==> src/rtl/calc_key_sequencer.sv <==
// Keypad sequencer for the 4-bit calculator: collects two operands from remote key
// events, drives the external adder, latches the sum and feeds the display.
module calc_key_sequencer #(
    parameter int TIMEOUT = 500000000
) (
    input  logic       clk,
    input  logic       rst,
    input  logic       key_valid,
    input  logic [3:0] key_code,
    input  logic [3:0] add_sum,
    input  logic       add_cout,
    output logic [3:0] add_a,
    output logic [3:0] add_b,
    output logic [3:0] display,
    output logic       overflow,
    output logic [2:0] state,
    output logic       key_drop
);
    localparam int CW = (TIMEOUT > 2) ? $clog2(TIMEOUT) : 1;
    localparam logic [CW-1:0] TMO_LAST = CW'(TIMEOUT - 1);

    typedef enum logic [2:0] {
        S_IDLE     = 3'd0,
        S_OP1      = 3'd1,
        S_OP2_WAIT = 3'd2,
        S_OP2      = 3'd3,
        S_CALC     = 3'd4,
        S_RESULT   = 3'd5
    } state_t;

    state_t        state_q, state_d;
    logic [3:0]    op_a_q, op_a_d;
    logic [3:0]    op_b_q, op_b_d;
    logic [3:0]    disp_q, disp_d;
    logic [3:0]    result_q, result_d;
    logic          ovf_q, ovf_d;
    logic          drop_q, drop_d;
    logic [CW-1:0] tmo_q, tmo_d;

    logic is_digit, is_add, is_eq, is_clr, tmo_hit, do_clear;

    always_comb begin
        is_digit = key_valid && (key_code <= 4'd9);
        is_add   = key_valid && (key_code == 4'd10);
        is_eq    = key_valid && (key_code == 4'd11);
        is_clr   = key_valid && (key_code == 4'd12);
        tmo_hit  = !key_valid && (state_q != S_IDLE) && (tmo_q == TMO_LAST);
        // A CLEAR key in CALC is just another discarded key.
        do_clear = (is_clr && (state_q != S_CALC)) || tmo_hit;
    end

    always_ff @(posedge clk) begin
        if (rst) begin
            state_q  <= S_IDLE;
            op_a_q   <= '0;
            op_b_q   <= '0;
            disp_q   <= '0;
            result_q <= '0;
            ovf_q    <= 1'b0;
            drop_q   <= 1'b0;
            tmo_q    <= '0;
        end else begin
            state_q  <= state_d;
            op_a_q   <= op_a_d;
            op_b_q   <= op_b_d;
            disp_q   <= disp_d;
            result_q <= result_d;
            ovf_q    <= ovf_d;
            drop_q   <= drop_d;
            tmo_q    <= tmo_d;
        end
    end

    always_comb begin
        state_d = state_q;
        if (do_clear) begin
            state_d = S_IDLE;
        end else begin
            case (state_q)
                S_IDLE:     if (is_digit) state_d = S_OP1;
                S_OP1:      if (is_add) state_d = S_OP2_WAIT;
                S_OP2_WAIT: if (is_digit) state_d = S_OP2;
                S_OP2:      if (is_eq) state_d = S_CALC;
                S_CALC:     state_d = S_RESULT;
                S_RESULT: begin
                    if (is_digit)
                        state_d = S_OP1;
                    else if (is_add && !ovf_q)
                        state_d = S_OP2_WAIT;
                end
                default:    state_d = S_IDLE;
            endcase
        end
    end

    always_comb begin
        op_a_d   = op_a_q;
        op_b_d   = op_b_q;
        disp_d   = disp_q;
        result_d = result_q;
        ovf_d    = ovf_q;
        drop_d   = 1'b0;
        tmo_d    = (key_valid || (state_q == S_IDLE)) ? '0 : tmo_q + CW'(1);
        if (do_clear) begin
            op_a_d   = '0;
            op_b_d   = '0;
            disp_d   = '0;
            result_d = '0;
            ovf_d    = 1'b0;
            tmo_d    = '0;
        end else begin
            case (state_q)
                S_IDLE, S_OP1: begin
                    if (is_digit) begin
                        op_a_d = key_code;
                        disp_d = key_code;
                    end
                end
                S_OP2_WAIT, S_OP2: begin
                    if (is_digit) begin
                        op_b_d = key_code;
                        disp_d = key_code;
                    end
                end
                S_CALC: begin
                    result_d = add_sum;
                    ovf_d    = add_cout;
                    disp_d   = add_sum;
                    drop_d   = key_valid;
                end
                S_RESULT: begin
                    if (is_digit) begin
                        op_a_d = key_code;
                        op_b_d = '0;
                        ovf_d  = 1'b0;
                        disp_d = key_code;
                    end else if (is_add && !ovf_q) begin
                        // Chained add: the previous result becomes operand A.
                        op_a_d = result_q;
                        op_b_d = '0;
                    end
                end
                default: ;
            endcase
        end
    end

    assign add_a    = op_a_q;
    assign add_b    = op_b_q;
    assign display  = disp_q;
    assign overflow = ovf_q;
    assign state    = state_q;
    assign key_drop = drop_q;
endmodule
==> config.mk <==
export PLATFORM = sky130hd
export DESIGN_NAME = calc_key_sequencer
export DESIGN_NICKNAME = d
export VERILOG_FILES = /design/src/rtl/calc_key_sequencer.sv
export SDC_FILE = /design/constraint.sdc
export NUM_CORES = 1
export LEC_CHECK = 0
export ABC_AREA = 1
export BUFFER_PORTS_ARGS = -buffer_cell sky130_fd_sc_hd__buf_4
export CAP_MARGIN = 40
export CORE_MARGIN = 8
export CORE_UTILIZATION = 58
export DETAILED_ROUTE_END_ITERATION = 16
export GPL_ROUTABILITY_DRIVEN = 0
export PLACE_DENSITY = 0.85
export SLEW_MARGIN = 20
export SYNTH_ARGS = -nofsm -noshare
export SYNTH_HDL_FRONTEND = slang
export SYNTH_SLANG_ARGS = --single-unit
export TNS_END_PERCENT = 100
==> constraint.sdc <==
create_clock -name clk -period 1.9 [get_ports clk]
set_input_delay 0 -clock clk [delete_from_list [all_inputs] [get_ports clk]]
set_output_delay 0 -clock clk [all_outputs]
set_load 0.01 [all_outputs]
==> results of run 1 <==
[cell type report]
type | count | share of cell area, %
multi-input combinational | 316 | 47.6
clock inverter | 1 | 0.159
inverter | 46 | 5.49
clock buffer | 7 | 2.75
sequential | 50 | 31.8
timing repair buffer | 38 | 9.95
antenna | 1 | 0.0796
tap | 54 | 2.15
[registers in the layout, indices dropped and copies added, names as in the netlist]
register,count
overflow,1
key_drop,1
display,4
tmo_q,29
add_a,4
state,3
add_b,4
result_q,4
[routing by layer]
metal | GRT usage, % | up-vias | part of all wire, % | wire [um]
li1 | - | 1382 | - | -
met1 | 23.5 | 1201 | 46 | 2950
met2 | 28.7 | 91 | 45 | 2890
met3 | 4.00 | 16 | 6.8 | 437
met4 | 9.06 | 0 | 2.5 | 163
met5 | 0 | - | 0 | 0
[power breakdown]
part	total, mW	leakage [nW]	switching [mW]	internal (mW)
registers	1.08	0.404	0.0125	1.06
clock network	0.638	0.0482	0.343	0.294
logic	0.188	0.732	0.111	0.0774
total	1.90	1.18	0.467	1.43
[worst paths after layout]
path	slack [ns]	end	depth (start not counted)	from
setup / recovery	0.22	result_q[1]$_SDFFE_PP0P_	8	tmo_q[0]$_SDFF_PP0_
hold / removal	0.03	add_b[3]$_SDFFE_PP0P_	3	key_code[3]
setup reg to reg	0.22	result_q[1]$_SDFFE_PP0P_	8	tmo_q[0]$_SDFF_PP0_
hold reg to reg	0.46	tmo_q[0]$_SDFF_PP0_	1	tmo_q[0]$_SDFF_PP0_
[placed cells by master, fill, tap and decap left out, types with 3 or more instances in the layout]
cell type / n
nand2_1: 129
nor2_1: 78
dfxtp_1: 50
inv_1: 41
buf_4: 31
nand3_1: 28
a21oi_1: 22
xor2_1: 12
nand4_1: 8
nand3b_1: 6
xnor2_1: 6
clkbuf_8: 6
dlygate4sd3_1: 6
inv_2: 5
nand2_2: 5
nor2_2: 4
o211ai_1: 4
nand3_2: 3
[worst reg2reg max path, cell delays in order, from the launching register on]
cell and delay, ns:
dfxtp_1 0.36, ha_1 0.21, nand3_2 0.14, inv_2 0.12, nand2_2 0.07, nor2_1 0.13, nand3_2 0.12, nand3_2 0.33
a21oi_1 0.08
[timing repair]
| item | 4_1_cts | 5_1_grt |
|---|---|---|
| resized for setup | 0 | 0 |
| hold buffers | 6 | 0 |
| hold endpoints to repair | 6 | 0 |
[stage by stage]
stage          total power, mW  hold slack [ns]  instances  utilization, %
3_3_place_gp              1.27            0.281        498            64.6
5_1_grt                   1.98           0.0386        513            67.9
2_1_floorplan             1.21            0.146        420               -
3_5_place_dp              1.27            0.290        498            64.6
6_report                  1.90           0.0255        513            67.9
4_1_cts                   1.92           0.0200        512            67.9
[cells by family (layout without fill, tap and decap cells)]
group	count (synthesis)	count (layout)	share of synthesized area, %
XOR/XNOR	18	18	5.76
AO/OA/AOI/OAI	31	31	6.18
AND/OR/NAND/NOR	266	266	42.3
adder cells (fa/ha/maj)	1	1	0.457
flip-flops	50	50	36.6
buffers and inverters	54	92	8.69
other	0	1	0
==> metrics, run 1 <==
Initial DRC Count 333; Mapped Cells 420; largest net degree at the start of global routing 30; synth warn 0; Slowest-stage cell, CP dfxtp_1; data required time of the worst path 2.08 ns; hpwl dp roughly 4700 um; PD cells 605 mW/mm^2; Die Y-Extent 84.7 um; share of async-settable or async-resettable flops after synthesis 0%; crit-path max FO 19; Chip Width 84.7 um; Final #Nets 470; dominant cell type by area after synthesis dfxtp_1; worst slack, placed roughly 0.23 ns; worst slew pin tran 0.400 ns; maximum clock insertion buffer count 2; startpoint types register; Worst VDD drop ~0.47 mV; GRT Util Overall 18.5%; WP data arrival 1.86 ns; top-count cell post-synth nand2_1; number of global-route vias before repair 2,426; grt total ovfl 0; # DRC 0; first-pass GRT wire length approximately 11,000 um; Syn Nets 433; clock root buffer clkbuf_8; critical path buffer and inverter count 1; synthesis-to-finish area growth 15.0%; Sinks on Clock Net 50; mapped cell area 0.00274 mm^2; DR vias/cell around 5.2; final worst setup slack 0.224 ns; unrepaired setup endpoints after global routing no; sequential share of the synthesized area between 30% and 40%; sequential cell area 0.00100 mm^2; Starting Density roughly three fifths; Worst-path clk slew 0.09 ns; multi-input logic area 0.00150 mm^2; Yosys top cell area share 36.6%; Post-synth EDFFs 0; H-Tree Depth 2; HP Class primary input to register; Yosys cell types 27; Max stage delay on crit path 0.36 ns; IO buf count 28; cell repeated most along the worst path nand3_2; period utilisation layout 88.2%; critical path endpoint category register; most frequent cells after synthesis nand2_1, nor2_1, dfxtp_1; Max Cap Viol 0; # Post-CTS Setup Buffers 0; syn avg cell area between 6 and 7 um^2; slew margin rel. 73.3%; clock period minus worst slack between 1.5 and 2 ns; # setup viols final 0; Routed WL 6450 um; count of pins over their slew limit 0; Seq cells post-synth 50; Max Freq 0.597 GHz; Cell Chain, Critical Path ha_1, nand3_2, inv_2, nand2_2, nor2_1, nand3_2, nand3_2, a21oi_1; Num CTS Buffers 5; post-layout instance area 0.00314 mm^2; CP delay by family, top simple AND/OR/NAND/NOR gates; Final Hold Viols 0; setup_tns 0 ns; via count about 2,700; Antenna Violating Nets Remaining 0; Worst Clk Skew 0.00959 ns; Core Region about 0.0046 mm^2; initial antenna violation count 1; # rows 25; crit path kind register to register; DP Area 0.00299 mm^2; outcome finished, final reports clean; Area contributors post-synth dfxtp_1, nand2_1, nor2_1; IO Count 29; Routed wire per std cell 12.6 um; Leakage Power 1.18 nW; top_reg_cell synth dfxtp_1; share of cells above drive strength 1 between 10% and 20%; CTS tree yes; worst skew pair latency 0.30 ns; drt first pass iters 6; Fillers about 400; Die Area 0.00717 mm^2
Note: power is estimated with default switching activity, not from simulation.
==> run 2, diff against run 1 <==
--- a/config.mk
+++ b/config.mk
@@ -6,13 +6,14 @@
 export NUM_CORES = 1
 export LEC_CHECK = 0
 export ABC_AREA = 1
-export BUFFER_PORTS_ARGS = -buffer_cell sky130_fd_sc_hd__buf_4
+export BUFFER_PORTS_ARGS = -buffer_cell sky130_fd_sc_hd__buf_2
 export CAP_MARGIN = 40
 export CORE_MARGIN = 8
 export CORE_UTILIZATION = 58
 export DETAILED_ROUTE_END_ITERATION = 16
 export GPL_ROUTABILITY_DRIVEN = 0
-export PLACE_DENSITY = 0.85
+export GPL_TIMING_DRIVEN = 0
+export PLACE_DENSITY_LB_ADDON = 0.08
 export SLEW_MARGIN = 20
 export SYNTH_ARGS = -nofsm -noshare
 export SYNTH_HDL_FRONTEND = slang
==> run 2 against run 1 <==
Sequential share of layout area decreased by 0.051 points. Design area increased by 0.16%. Power increased by 8.0%. Maximum frequency decreased by 5.8%.
==> metrics, run 2 (synthesized netlist as in run 1, its figures left out) <==
outcome finished, final reports clean; critical path endpoint category register; grt total ovfl 0; PD cells 652 mW/mm^2; slew margin rel. 80.7%; Most flops, register tmo_q; most common cell after layout, fill and taps aside nand2_1; clock root buffer clkbuf_8; max reg flops 29; Routed WL 6410 um; Max stage delay on crit path between 0.3 and 0.4 ns; HP Class primary input to register; Sinks on Clock Net 50; # DRC 0; share of cells above drive strength 1 14.7%; number of global-route vias before repair 2,260; GRT Util Overall 17.5%; Die Area 0.00717 mm^2; antenna diode count 0; IO Count 29; post-layout instance area between 0.003 and 0.004 mm^2; via count 2,623; synthesis-to-finish area growth 15.1%; # setup viols final 0; Worst VDD drop 0.615 mV; unrepaired setup endpoints after global routing no; Starting Density 59.1%; Max Freq 0.562 GHz; Cell Chain, Critical Path ha_2, nand3_4, inv_4, nand2_2, nor2_2, nand3_2, nand4_2, buf_6, buf_8, nor2_1; drt first pass iters 5; count of pins over their slew limit 0; Final #Nets 474; Routed wire per std cell 12.4 um; Leakage Power between 1 and 1.5 nW; Final Hold Viols 0; Slowest-stage cell, CP dfxtp_1; Worst-path clk slew 0.10 ns; H-Tree Depth 2; Die Y-Extent 84.7 um; hold slack 0.0206 ns; setup_tns 0 ns; first-pass GRT wire length 10,300 um; hpwl dp 4630 um; Num CTS Buffers 5; # rows 25; IO buf count 27; Worst Clk Skew approximately 0.012 ns; worst skew pair latency about 0.32 ns; Antenna Violating Nets Remaining 0; CTS tree yes; worst slew pin tran 0.289 ns; crit path kind register to register; commonest cells after routing, fill and taps aside nand2_1, nor2_1, dfxtp_1, inv_1, buf_2; Chip Width 84.7 um; startpoint types register; Fillers between 400 and 500; Initial DRC Count 233; period utilisation layout 93.6%; WP data arrival about 2.0 ns; Max Cap Viol 0; clock period minus worst slack 1.78 ns; crit-path max FO 10; maximum clock insertion buffer count 2; DP Area 0.00294 mm^2; Core Region 0.00463 mm^2; DR vias/cell 5.08; largest net degree at the start of global routing 18; data required time of the worst path ~2.1 ns; setup slack, reg-to-reg about 0.12 ns; initial antenna violation count 0
run 2: cell types whose count changed in the layout (fill, tap and decap cells not counted), moves of 2 or more:
cell     change
nand3_4      +2
nor2_2       +2
buf_4       -30
buf_2       +31
buf_6        +2
inv_6        +2
nor2_1       -2
nand3_2      -2
run 2: critical path, delay by kind of cell (launching register included):
kind | cells | cell delay, ns
adder cells (fa/ha/maj) | 1 | 0.23
buffers and inverters | 3 | 0.40
flip-flops | 1 | 0.37
AND/OR/NAND/NOR | 6 | 0.68
run 2: routing by layer:
metal  track usage (%)  share of wire, %
met5                 0                 0
met4              5.99               1.5
met3              4.68               5.7
met2              25.1                42
met1              24.4                51
run 2: timing repair:
action / CTS / global route
endpoints found under the setup margin: 0 / 31
endpoints found under the hold margin: 7 / 0
resized for setup: 0 / 6
buffers inserted: 0 / 0
hold buffers: 7 / 0
run 2: final cells by class:
cell class | count | area (um^2) | share of cell area (%)
clock buffer | 5 | 68.8 | 2.19
buffer | 8 | 65.1 | 2.07
tap | 54 | 67.6 | 2.15
timing repair buffer | 34 | 205 | 6.52
multi-input combinational | 316 | 1520 | 48.2
inverter | 46 | 175 | 5.56
sequential | 50 | 1000 | 31.8
clock inverter | 3 | 47.5 | 1.51
run 2: path summary, 6_finish.rpt:
check,cells past startpoint,endpoint,start
min reg2reg,1,tmo_q[0]$_SDFF_PP0_,tmo_q[0]$_SDFF_PP0_
max,10,tmo_q[8]$_SDFF_PP0_,tmo_q[0]$_SDFF_PP0_
min,3,add_b[0]$_SDFFE_PP0P_,key_code[0]
max reg2reg,10,tmo_q[8]$_SDFF_PP0_,tmo_q[0]$_SDFF_PP0_
run 2: metrics by stage:
step	power [mW]	setup slack [ns]	cells	util, %
detailed placement	1.27	0.0739	501	63.5
global route	2.13	0.00707	516	68.0
CTS	2.06	0.0649	516	67.5
floorplan	1.21	0.378	420	-
global placement	1.26	0.0949	501	63.5
finish	2.05	0.121	516	68.0
run 2: where the power goes:
part           internal, mW  switching (mW)  total [mW]
Combinational        0.0698           0.113       0.183
Clock                 0.402           0.394       0.796
Sequential             1.06          0.0120        1.08
